## config.mk

```make
export PLATFORM = sky130hd
export DESIGN_NAME = fft_bfp_scale_ctrl
export DESIGN_NICKNAME = d
export VERILOG_FILES = /design/src/rtl/fft_bfp_scale_ctrl.sv
export SDC_FILE = /design/constraint.sdc
export NUM_CORES = 1
export LEC_CHECK = 0
export BUFFER_PORTS_ARGS = -buffer_cell sky130_fd_sc_hd__buf_2
export CAP_MARGIN = 20
export CORE_MARGIN = 5
export CORE_UTILIZATION = 40
export CTS_CLUSTER_SIZE = 16
export DETAILED_ROUTE_END_ITERATION = 6
export GPL_TIMING_DRIVEN = 0
export HOLD_SLACK_MARGIN = 0.1
export SLEW_MARGIN = 40
export SYNTH_ARGS = -nofsm -noshare
export SYNTH_HDL_FRONTEND = slang
export SYNTH_SLANG_ARGS = --single-unit
```

## constraint.sdc

```tcl
create_clock -name clk_i -period 2.6 [get_ports clk_i]
set_input_delay 0.52 -clock clk_i [delete_from_list [all_inputs] [get_ports clk_i]]
set_output_delay 0.52 -clock clk_i [all_outputs]
set_load 0.03 [all_outputs]
```

## src/rtl/fft_bfp_scale_ctrl.sv

```systemverilog
// Block-floating-point scaling controller: counts samples and overflows per FFT stage,
// decides the /2 rescale of the next stage and accumulates the block exponent.
module fft_bfp_scale_ctrl #(
  parameter int LOG2_N_MAX         = 10,
  parameter int SCALE_FACTOR_WIDTH = 8,
  parameter int STAGE_WIDTH        = 4
) (
  input  logic                          clk_i,
  input  logic                          reset_n_i,
  input  logic                          start_i,
  input  logic [STAGE_WIDTH-1:0]        fft_len_log2_i,
  input  logic                          rescale_mode_i,
  input  logic [7:0]                    threshold_i,
  input  logic                          sample_valid_i,
  input  logic                          overflow_i,
  output logic                          rescale_en_o,
  output logic [STAGE_WIDTH-1:0]        stage_o,
  output logic                          busy_o,
  output logic                          done_o,
  output logic [SCALE_FACTOR_WIDTH-1:0] block_exp_o,
  output logic [7:0]                    ovf_count_o,
  output logic [LOG2_N_MAX-1:0]         stage_scaled_o,
  output logic [1:0]                    state_o
);

  // Handshake: sample_valid_i is a one-way strobe (no ready). Each high cycle in RUN is
  // one sample; the stage sequencer must hold it low during EVAL, which lasts exactly one
  // cycle after the 2^L-th sample. state_o mirrors the FSM state for debug/checkers.

  typedef enum logic [1:0] {
    ST_IDLE = 2'd0,
    ST_RUN  = 2'd1,
    ST_EVAL = 2'd2,
    ST_DONE = 2'd3
  } state_t;

  localparam int                     CNT_W   = LOG2_N_MAX + 1;
  localparam logic [STAGE_WIDTH-1:0] LEN_MAX = STAGE_WIDTH'(LOG2_N_MAX);

  state_t                  state_q;
  state_t                  state_d;
  logic [STAGE_WIDTH-1:0]  len_q;
  logic                    mode_q;
  logic [7:0]              thr_q;
  logic [CNT_W-1:0]        cnt_q;

  logic [STAGE_WIDTH-1:0]  len_clamped;
  logic [7:0]              thr_clamped;
  logic [CNT_W-1:0]        stage_len;
  logic [CNT_W-1:0]        cnt_inc;
  logic                    last_sample;
  logic                    last_stage;
  logic                    scale_next;

  always_comb begin
    len_clamped = fft_len_log2_i;
    if (fft_len_log2_i == '0) begin
      len_clamped = STAGE_WIDTH'(1);
    end else if (fft_len_log2_i > LEN_MAX) begin
      len_clamped = LEN_MAX;
    end
    thr_clamped = (threshold_i == 8'd0) ? 8'd1 : threshold_i;
  end

  assign stage_len   = CNT_W'(1) << len_q;
  assign cnt_inc     = cnt_q + CNT_W'(1);
  assign last_sample = sample_valid_i && (cnt_inc == stage_len);
  assign last_stage  = (stage_o == (len_q - STAGE_WIDTH'(1)));
  assign scale_next  = mode_q | (ovf_count_o >= thr_q);

  always_ff @(posedge clk_i or negedge reset_n_i) begin
    if (!reset_n_i) begin
      state_q <= ST_IDLE;
    end else begin
      state_q <= state_d;
    end
  end

  always_comb begin
    state_d = state_q;
    case (state_q)
      ST_IDLE: if (start_i) state_d = ST_RUN;
      ST_RUN:  if (last_sample) state_d = ST_EVAL;
      ST_EVAL: state_d = last_stage ? ST_DONE : ST_RUN;
      ST_DONE: state_d = ST_IDLE;
      default: state_d = ST_IDLE;
    endcase
  end

  always_ff @(posedge clk_i or negedge reset_n_i) begin
    if (!reset_n_i) begin
      len_q          <= '0;
      mode_q         <= 1'b0;
      thr_q          <= '0;
      cnt_q          <= '0;
      rescale_en_o   <= 1'b0;
      stage_o        <= '0;
      block_exp_o    <= '0;
      ovf_count_o    <= '0;
      stage_scaled_o <= '0;
    end else begin
      case (state_q)
        ST_IDLE: begin
          if (start_i) begin
            len_q          <= len_clamped;
            mode_q         <= rescale_mode_i;
            thr_q          <= thr_clamped;
            cnt_q          <= '0;
            rescale_en_o   <= rescale_mode_i;
            stage_o        <= '0;
            block_exp_o    <= '0;
            ovf_count_o    <= '0;
            stage_scaled_o <= '0;
          end
        end
        ST_RUN: begin
          if (sample_valid_i) begin
            cnt_q <= cnt_inc;
            if (overflow_i && (ovf_count_o != 8'hFF)) begin
              ovf_count_o <= ovf_count_o + 8'd1;
            end
          end
        end
        ST_EVAL: begin
          if (rescale_en_o) begin
            if (block_exp_o != '1) begin
              block_exp_o <= block_exp_o + SCALE_FACTOR_WIDTH'(1);
            end
            stage_scaled_o <= stage_scaled_o | (LOG2_N_MAX'(1) << stage_o);
          end
          if (last_stage) begin
            rescale_en_o <= 1'b0;
          end else begin
            // Decision uses the count of the stage just finished, before it is cleared.
            stage_o      <= stage_o + STAGE_WIDTH'(1);
            rescale_en_o <= scale_next;
            ovf_count_o  <= '0;
            cnt_q        <= '0;
          end
        end
        default: begin
        end
      endcase
    end
  end

  assign busy_o  = (state_q == ST_RUN) || (state_q == ST_EVAL);
  assign done_o  = (state_q == ST_DONE);
  assign state_o = state_q;

  a_done_single: assert property (@(posedge clk_i) disable iff (!reset_n_i)
    done_o |=> !done_o);
  a_eval_single: assert property (@(posedge clk_i) disable iff (!reset_n_i)
    (state_q == ST_EVAL) |=> (state_q != ST_EVAL));

endmodule

```

### Word level (Yosys, flattened, before mapping)

Cells that the tools add are included.

* $add $sub $neg: 5
* bitwise gates (word level): 2
* $lt $le $gt $ge: 2
* shift-type cells: 2
* equal/unequal tests: 14
* mux-type cells: 28
* reductions and logical operators: 16

Operators by type and width (count)
* 2-to-1 mux 8 bit: 7
* 2-to-1 mux 11 bit: 3
* one-hot mux 11 bit (3 select lines): 1
* one-hot mux 8 bit (3 select lines): 1
* 2-to-1 mux 10 bit: 2
* one-hot mux 10 bit (2 select lines): 1
* adder 8 x 1 -> 8 bit (second input constant): 2
* 2-to-1 mux 4 bit: 4
* inequality test 8 bit (second input constant): 2
* one-hot mux 8 bit (2 select lines): 1
* inequality test 2 bit (second input constant): 7
* adder 11 x 1 -> 11 bit (second input constant): 1
* equality test 11 bit: 1
* << shifter 1 x 4 -> 11 bit (first input constant): 1
* OR 10 bit: 1
* << shifter 1 x 4 -> 10 bit (first input constant): 1
* >= comparator 8 bit: 1
* zero test 8 bit: 1
* one-hot mux 2 bit (4 select lines): 1
* one-hot mux 4 bit (2 select lines): 1
* AND reduction 4 bit: 2
* 2-to-1 mux 2 bit: 3
* AND reduction 2 bit: 3
* AND reduction 3 bit: 2
* 16 further kinds: 19

* output and inout bits: 35
* input bits: 18
* word-level logic and storage cells: 79
* register bits: 57

### Longest topological paths before layout

* depth in word-level cells: 5
* depth in mapped cells: 11
* mapped depth without buffers: 9

### Least setup slack after synthesis

No wires, ideal clock.

* kind: register -> register
* start: reg len_q[1]
* end: reg state_q[1] (netlist: state_o[1])
* period minus slack after synthesis: 2635 ps
* buffers on the path: 1
* data required time: 2518 ps
* stages on the path, launching flop included: 11
* setup time: 82 ps
* arrival: 2553 ps
* slack: -35 ps
* cells stage by stage: dfrtp_1 -> inv_1 -> ha_1 -> clkbuf_1 -> nand3_1 -> o22ai_1 -> a32oi_1 -> or4_1 -> o41a_1 -> o41a_1 -> a31oi_1

* cells in the longest elaborated chain, start to end: 5
* elaborated cells on any way between the ends: 9
* those cells by class: 1 x add/sub; 3 x eq/ne; 1 x shift; 2 x mux; 2 x reduce/logical

RTL lines
* from (decl): RTL line 42 `logic [STAGE_WIDTH-1:0] len_q;`
* from (signal assigned): RTL line 105 `len_q <= len_clamped;`
* parallel branches: the longest is 5 deep, another holds subtractor 4 x 1 -> 4 bit
* to (signal assigned): RTL line 75 `state_q <= state_d;`
* to (decl): RTL line 40 `state_t state_q;`

Parallel ways; which one is timed is not known.
A chain may end at the register's enable or synchronous reset.

### Final worst setup path

Same ends and word-level chain as after synthesis.

==> impl_metrics.json <==
{
  "status": "finished clean",
  "clock-sinks": 57,
  "portBuffers": 52,
  "drt_wl_total_microns": 8340,
  "crit_fanout": 3,
  "utilization_pct": 49.1,
  "finalWorstSetupSlack_ns": 0.0125,
  "clk_latency_ns": 0.33,
  "m1WireLength_microns": 3980,
  "setup.worst_path.class": "reg -> reg",
  "reg2reg_slack_ns": 0.01,
  "crit_path_max_incr_delay_ns": 0.52,
  "synth-edff-count": 0,
  "ir_drop_v": 0.000624,
  "placed_area_sq_um": 3930,
  "yosysMostFrequentCell": "dfrtp_1",
  "total_power_w": 0.00455,
  "cts_hold_buf": 0,
  "wl_per_cell_microns": 15.0,
  "yosys_warnings": 0,
  "cp-end-kind": "flop",
  "wl_met2_microns": 3860,
  "grt-ovfl-total": 0,
  "rsz0062_at_grt": "yes",
  "globalplace.congestion": 0.815,
  "relSlewSlack_pct": 59.7,
  "synth_compound_area_share_pct": 16.3,
  "die_y_microns": 104,
  "setup_viol_count_final": 0,
  "viasPerCell": 5.27,
  "cts_tree": "yes",
  "cts.clk_slew.worst_paths_ns": 0.07,
  "drtIter0Drc": 149,
  "hold_viol": 0,
  "cp.required_ns": 2.85,
  "synthSimpleGateAreaFrac_pct": 19.1,
  "stdcell_area_sq_um": 4240,
  "cp-start-kind": "flop",
  "synth_xor_xnor_area_share_pct": 5.74,
  "syn2layout_area_growth_pct": 20.8,
  "cp_cell_sequence": "buf_6 -> ha_4 -> nand3b_1 -> xor2_1 -> xnor2_1 -> or4_1 -> o41a_1 -> o41a_1 -> a31oi_1",
  "clock_skew_ns": 0.0122,
  "pwr_density_cell_nw_per_um2": 1070,
  "placementRows": 34,
  "syn-num-nets": 425,
  "hpwl_microns": 5980,
  "n_antenna_cell": 0,
  "drcViolationCount": 0,
  "ant_nets": 0,
  "drv_slew": 0,
  "rr_endpoint": "state_o[1]$_DFFE_PN0P_",
  "syn_area_per_cell_sq_um": 9.24,
  "grt_max_degree": 58,
  "synth_cells": 380,
  "antenna_found_initial": 0,
  "initial_core_util_pct": 40.6,
  "async_flop_share_pct": 100,
  "nets": 491,
  "leakage_nw": 1.99,
  "hold_class": "in -> async",
  "drive_gt1_share_pct": 24.7,
  "synth-main-ff-cell": "dfrtp_1",
  "cp_slowest_cell": "or4_1",
  "dr_wl_met3_microns": 349,
  "synth_common_cells": "57 x dfrtp_1, 36 x nand2_1, 33 x o21ai_0",
  "hold_ws_ns": 0.144,
  "synth_top_family_by_area": "simple AND/OR/NAND/NOR gates",
  "dieWidth_microns": 104,
  "grt_util_all_layers_pct": 16.0,
  "ys_seq_area_share_pct": 40.6,
  "timing.final.crit_share_pct": 99.5,
  "place_ws_ns": -0.185,
  "numCtsBuffers": 9,
  "synth.area.top_cells": "dfrtp_1 41%, ha_1 9.6%, o21ai_0 4.7%",
  "htreeDepth": 3,
  "top_layer_used": "met4",
  "synth_area_leader_cell": "dfrtp_1",
  "r2r_start": "len_q[1]$_DFFE_PN0P_",
  "synthAdderAreaFrac_pct": 9.63,
  "clock_path_buffers": 2,
  "die_area_sq_um": 10700,
  "cts_root_buf": "clkbuf_8",
  "crit_top_cell": "o41a_1",
  "core_region_area_sq_um": 8640,
  "io_pins": 53,
  "maxCapViolCount": 0,
  "mappedNetlistArea_sq_um": 3510,
  "ys_ff_latch": 57,
  "finalCriticalPeriod_ns": 2.59,
  "grt_pass1_wl_microns": 14500,
  "worst_pin_slew_ns": 0.598,
  "synth_top_area_share_pct": 40.6,
  "r2r_cells": 9,
  "synth.area.mux_share_pct": 4.39,
  "fmax_ghz": 0.386,
  "drtPass1Iterations": 4,
  "vias": 2936,
  "synth_cell_types": 51,
  "worstPathArrival_ns": 2.83,
  "grt_pass1_vias": 2967
}
[kinds of logic after synthesis]
kind of cell / count (synthesis)
and+or+nand+nor: 131
AOI/OAI and AO/OA: 92
DFF: 57
buffers and inverters: 36
adders and majority gates: 27
xor gates and xnor gates: 23
muxes: 14
[worst max-delay path: cells and delay by family (launching register included)]
family / cells / cell delay, ns
flops: 1 / 0.41
compound gates: 3 / 0.92
simple gates: 2 / 0.62
xor+xnor: 2 / 0.27
buf+inv: 1 / 0.14
fa+ha+maj: 1 / 0.15
[placed cells by master, fill, tap and decap left out, drive strengths merged, types with 14 or more instances in the layout]
| cell | n |
|---|---|
| ha | 27 |
| nand2 | 36 |
| clkbuf | 17 |
| a21oi | 20 |
| xnor2 | 15 |
| nand3 | 14 |
| inv | 22 |
| buf | 64 |
| o21ai | 34 |
| dfrtp | 57 |
| nor2 | 30 |
[worst max-delay path by stage]
stage	slack [ns]	start	endpoint
after floorplan	0.03	len_q[0]$_DFFE_PN0P_	state_o[1]$_DFFE_PN0P_
after global placement	-0.32	len_q[0]$_DFFE_PN0P_	cnt_q[6]$_DFFE_PN0P_
after detailed placement	-0.19	len_q[1]$_DFFE_PN0P_	state_o[0]$_DFFE_PN0P_
after CTS	0.001	len_q[0]$_DFFE_PN0P_	state_o[1]$_DFFE_PN0P_
after global routing	-0.16	len_q[1]$_DFFE_PN0P_	state_o[1]$_DFFE_PN0P_
final	0.01	len_q[1]$_DFFE_PN0P_	state_o[1]$_DFFE_PN0P_
[flip-flops by register name (all words and copies together), names as in the netlist]
signal	cells
ovf_count_o	8
len_q	4
stage_o	4
rescale_en_o	1
state_o	2
mode_q	1
stage_scaled_o	10
cnt_q	11
block_exp_o	8
thr_q	8
[layout make-up]
| type | instances | area (sq um) |
|---|---|---|
| inverters | 22 | 82.6 |
| clock inverters | 2 | 37.5 |
| repair buffers | 57 | 308 |
| plain buffers | 12 | 70.1 |
| clock buffers | 12 | 165 |
| multi-input cells | 287 | 2010 |
| well taps | 108 | 135 |
| fillers | 827 | 4400 |
| flip-flops and latches | 57 | 1430 |
[through the flow]
stage | setup TNS (ns) | instances
after floorplan | 0 | 380
after global placement | -3.63 | 540
after detailed placement | -0.983 | 540
after CTS | 0 | 557
after global routing | -0.204 | 557
final | 0 | 557
[report_power, final]
part           switching (W)  internal (W)
Clock               0.000351      0.000511
Combinational        0.00145      0.000895
Sequential          0.000213       0.00113
[per-layer routing]
layer  vias up  track usage (%)
li1       1476                -
met1      1404             21.7
met2        45             24.9
met3        11             4.54
met4         0             5.00
met5         -                0
[repair_timing]
action	4_1_cts	5_1_grt
setup buffers	3	2
hold endpoints to repair	0	0
endpoints found under the setup margin	15	10
resized for setup	13	13
pin swaps	2	7
(Power assumes the default switching activity.)
